==> src/rtl/restoring_div_8bit.sv <==
// Sequential unsigned restoring divider: one quotient bit per clock behind a
// start/busy/done handshake, with a single-cycle divide-by-zero completion.
//
// state | meaning
// ------+---------------------------------------------------------------
// IDLE  | waiting for start; a zero divisor completes here in one cycle
// CALC  | trial-subtract iterations, one quotient bit per clock
module restoring_div_8bit #(
   parameter int WIDTH = 8
) (
   input  logic             clk,
   input  logic             rst_n,
   input  logic             start,
   input  logic [WIDTH-1:0] dividend,
   input  logic [WIDTH-1:0] divisor,
   output logic             busy,
   output logic             done,
   output logic [WIDTH-1:0] quotient,
   output logic [WIDTH-1:0] remainder,
   output logic             div_by_zero
);

   localparam int CNT_W = $clog2(WIDTH);

   typedef enum logic {
      IDLE = 1'b0,
      CALC = 1'b1
   } state_t;

   state_t state, state_nxt;

   logic [WIDTH:0]   pr;
   logic [WIDTH-1:0] qw;
   logic [WIDTH-1:0] d;
   logic [CNT_W-1:0] cnt;

   logic [WIDTH:0]   s;
   logic [WIDTH+1:0] t;
   logic             t_ge;
   logic [WIDTH:0]   pr_nxt;
   logic [WIDTH-1:0] qw_nxt;
   logic             last_iter;

   logic accept;
   logic accept_zero;
   logic accept_calc;
   logic finish;

   always_ff @(posedge clk or negedge rst_n) begin
      if (!rst_n) begin
         state <= IDLE;
      end else begin
         state <= state_nxt;
      end
   end

   always_comb begin
      state_nxt = state;
      case (state)
         IDLE: if (start && (divisor != '0)) state_nxt = CALC;
         CALC: if (last_iter) state_nxt = IDLE;
         default: state_nxt = IDLE;
      endcase
   end

   always_comb begin
      busy        = (state == CALC);
      accept      = (state == IDLE) && start;
      accept_zero = accept && (divisor == '0);
      accept_calc = accept && (divisor != '0);
      finish      = (state == CALC) && last_iter;
   end

   // pr stays below d, so its top bit is always 0 and the 10-bit difference
   // equals the signed compare of the shifted 9-bit partial remainder.
   always_comb begin
      s         = {pr[WIDTH-1:0], qw[WIDTH-1]};
      t         = {pr, qw[WIDTH-1]} - {2'b00, d};
      t_ge      = ~t[WIDTH+1];
      pr_nxt    = t_ge ? t[WIDTH:0] : s;
      qw_nxt    = {qw[WIDTH-2:0], t_ge};
      last_iter = (cnt == CNT_W'(WIDTH - 1));
   end

   always_ff @(posedge clk or negedge rst_n) begin
      if (!rst_n) begin
         pr  <= '0;
         qw  <= '0;
         d   <= '0;
         cnt <= '0;
      end else if (accept_calc) begin
         pr  <= '0;
         qw  <= dividend;
         d   <= divisor;
         cnt <= '0;
      end else if (busy) begin
         pr  <= pr_nxt;
         qw  <= qw_nxt;
         cnt <= cnt + 1'b1;
      end
   end

   // Results only move at a completion, so they hold through the next job.
   always_ff @(posedge clk or negedge rst_n) begin
      if (!rst_n) begin
         done        <= 1'b0;
         quotient    <= '0;
         remainder   <= '0;
         div_by_zero <= 1'b0;
      end else begin
         done <= accept_zero | finish;
         if (accept_zero) begin
            quotient    <= '1;
            remainder   <= dividend;
            div_by_zero <= 1'b1;
         end else if (finish) begin
            quotient    <= qw_nxt;
            remainder   <= pr_nxt[WIDTH-1:0];
            div_by_zero <= 1'b0;
         end
      end
   end

endmodule
==> config.mk <==
export PLATFORM = sky130hd
export DESIGN_NAME = restoring_div_8bit
export DESIGN_NICKNAME = d
export VERILOG_FILES = /design/src/rtl/restoring_div_8bit.sv
export SDC_FILE = /design/constraint.sdc
export NUM_CORES = 1
export LEC_CHECK = 0
export CAP_MARGIN = 20
export CORE_MARGIN = 1.5
export CORE_UTILIZATION = 48
export DETAILED_ROUTE_END_ITERATION = 6
export GPL_TIMING_DRIVEN = 0
export MAX_ROUTING_LAYER = met4
export PLACE_DENSITY = 0.74
export SKIP_CTS_REPAIR_TIMING = 1
export SYNTH_ARGS = -nofsm -noshare
export SYNTH_HDL_FRONTEND = slang
export SYNTH_SLANG_ARGS = --single-unit
export TNS_END_PERCENT = 20
==> constraint.sdc <==
create_clock -name clk -period 2.33 [get_ports clk]
set_clock_uncertainty 0.2 [all_clocks]
set_input_delay 0.233 -clock clk [delete_from_list [all_inputs] [get_ports clk]]
set_output_delay 0.233 -clock clk [all_outputs]
set_load 0.02 [all_outputs]
==> results.md <==
- Outcome: finished with violations
- Violated checks: setup timing
- CP max-delay cell: or4b_1
- First-pass GRT wire length: 8900 um
- Cell Area, Synth: 0.00241 mm^2
- Clock power share: 11.1%
- F_max: 383 MHz
- GPL Wtd Cong: 0.792
- CTS tree: done
- Share of post-route cells with drive strength above 1: 17.8%
- Placed Cells: 349
- Cells on worst reg2reg path: 9
- Cell internal pwr: 0.00341 W
- Final core utilization: 66.7%
- Number of nets in the layout: 327
- Routed wire length: 5780 um
- Input/output buffers: 37
- N_diodes: 0
- DIE WIDTH: 73.8 um
- Storage element area: 0.00118 mm^2
- CP top delay family: compound AO/OA/AOI/OAI gates
- Switch share: 40.7%
- Count of different cell masters after synthesis: 42
- Max Slew Vio Count: 0
- Final std cells w/o fill: 365
- Htree depth: 2
- EDFF count, synth: 0
- Clock buffer depth: 2
- Pwr Density: 1800 mW/mm^2
- Final setup violation count: 8
- Crit path cell chain: inv_2 > ha_4 > inv_2 > fa_2 > a211oi_2 > o21bai_2 > a221o_1 > or4b_1 > o211ai_2
- Vias in the first global route: 1899
- R2R Path End: pr[8]
- Design area: 0.00319 mm^2
- Placed cell area: 0.00288 mm^2
- FF-to-FF setup slack: -0.28 ns
- Startpoint type of the worst setup path: flip-flop
- Final Critical Period: 2.61 ns
- Initial core utilization: 50.3%
- DRT iter0 DRCs: 154
- Total CTS buffers: 5
- Final hold viol count: 0
- Wire per inst: 15.8 um
- Warnings, synthesis: 0
- Pin count of the biggest net entering global routing: 33
- Slowest Stage Delay on Critical Path: 0.53 ns
- Clock net sink count: 47
- Area Overhead vs Synth: 32.7%
- Max IR drop VDD: 0.000875 V
- Die Area: 0.00545 mm^2
- Clk pin slew, worst setup/hold paths: 0.09 ns
- Syn nets: 274
- Ys async rst share: 100%
- Die height: 73.8 um
- RSZ-0062 raised after global routing: yes
- Lkg Pwr: 1.42 nW
- Maxcap violations: 0
- Total track usage: 22.3%
- Routed Antenna Nets: 0
- IO Pins: 38
- Dpl hpwl: 4020 um
- Worst-Skew Late Latency: 0.30 ns
- Part of the Yosys area used for sequential elements: 48.9%
- DRC violations left: 0
- Reg power frac: 26.1%
- PnR worst setup slack: -0.282 ns
- DR vias/cell: 5.54
- Worst slew pin tran: 0.509 ns
- Crit path buf inv count: 2
- Core Region: 0.00479 mm^2
- Filler cell count in the final layout: 370
- Combinational share of power: 62.8%
- Worst Path Arrival: 2.64 ns
- Top_reg_cell synth: dfrtp_1
- Crit share post-route: 112%
- Area of the multi-input gates: 0.00123 mm^2
- Tot Pwr: 0.00575 W
- #FFs+latches synth: 47
- Data required time of the worst path: 2.36 ns
- Sw Pwr: 0.00234 W
- Max_slew headroom: 66.1%
- Root Driver: clkbuf_8
- First-pass DRT Iterations: 5
- Critical Path End Type: flip-flop
- FP Rows: 25
- Via count: 2022
- Post-synthesis instance total: 244
- Crit path max fanout: 3
- Syn_area_per_cell: 9.87 um^2
- Initial antenna violation count: 0
- Worst min path class: primary input to async pin
- GRT overflow: 0
- Reg2reg start: qw[7]
- CP most frequent cell: inv_2
- Setup Crit Path Kind: flip-flop to flip-flop
sequential cells by signal (all words and copies together), names as in the netlist:
signal / count
d: 8
pr: 9
cnt: 3
quotient: 8
qw: 8
done: 1
div_by_zero: 1
busy: 1
remainder: 8
power by group through the flow:
stage	registers (W)	logic [W]	clock network, W
after floorplan	0.00160	0.00208	0
final	0.00150	0.00361	0.000637
after detailed placement	0.00149	0.00304	0
after global routing	0.00154	0.00398	0.000677
after CTS	0.00147	0.00308	0.000648
after global placement	0.00147	0.00297	0
per-layer routing:
metal / global-route usage (%) / wire [um]
met5: - / 0
met4: 7.61 / 70
met3: 3.29 / 271
met2: 35.9 / 2930
met1: 28.9 / 2500
how the worst max path moves through the flow:
| stage | startpoint | endpoint | slack (ns) | cells past startpoint |
|---|---|---|---|---|
| finish | qw[7] | pr[8] | -0.28 | 9 |
| global placement | rst_n | quotient[5] | -0.50 | 1 |
| global route | qw[7] | pr[8] | -0.40 | 9 |
| detailed placement | qw[7] | pr[8] | -0.26 | 9 |
| CTS | qw[7] | pr[8] | -0.29 | 9 |
| floorplan | qw[7] | pr[8] | -0.06 | 9 |
layout make-up:
| type | count | area share (%) |
|---|---|---|
| multi-input cells | 165 | 38.5 |
| inverters | 19 | 2.23 |
| well taps | 67 | 2.62 |
| clock inverters | 2 | 1.21 |
| clock buffers | 6 | 2.59 |
| flip-flops and latches | 47 | 36.8 |
| repair buffers | 46 | 14.1 |
| plain buffers | 13 | 1.84 |
cells in the mapped netlist (3+ instances only):
cell type  instances  area [um^2]
dfrtp_1           47         1180
nand2_1           39          146
o21ai_0           22          110
inv_1             19         71.3
nor2_1            17         63.8
a21oi_1           14         70.1
clkbuf_1          11         41.3
ha_1              10          125
a222oi_1           8         80.1
xnor2_1            5         43.8
a21o_1             4         30.0
a22o_1             4         35.0
nand3_1            4         20.0
a31o_2             3         26.3
mux2i_1            3         30.0
o221ai_1           3         26.3
cell families after synthesis:
| group | synth area share (%) |
|---|---|
| flip-flops | 48.9 |
| AND/OR/NAND/NOR | 12.8 |
| multiplexers | 3.90 |
| AO/OA/AOI/OAI | 19.9 |
| XOR/XNOR | 3.22 |
| adder cells (fa/ha/maj) | 6.03 |
| buffers and inverters | 5.35 |
layout by cell type (no fill, tap or decap), types with 2 or more instances in the layout:
master,count
dfrtp_1,47
nand2_1,38
clkdlybuf4s50_1,36
o21ai_0,20
inv_1,17
nor2_1,17
clkbuf_1,10
a21oi_1,9
a222oi_1,8
ha_4,7
clkbuf_8,6
buf_4,6
a21oi_2,5
xnor2_1,5
a21o_1,4
nand3_1,4
a22o_1,4
mux2i_1,3
o221ai_1,3
ha_1,3
inv_2,2
nor4_1,2
xor2_1,2
a211oi_2,2
buf_6,2
mux2_4,2
mux2_2,2
o21ai_1,2
and3_1,2
buf_2,2
a31o_2,2
metrics by stage:
step,hold WS [ns],setup TNS (ns),setup slack [ns]
2_1_floorplan,-0.263,-0.0737,-0.0632
3_3_place_gp,0.263,-27.21,-0.503
3_5_place_dp,-0.0249,-3.92,-0.261
4_1_cts,-0.354,-1.92,-0.286
5_1_grt,0.214,-2.62,-0.395
6_report,0.176,-0.893,-0.282
Power figures use the tool's default switching activity.
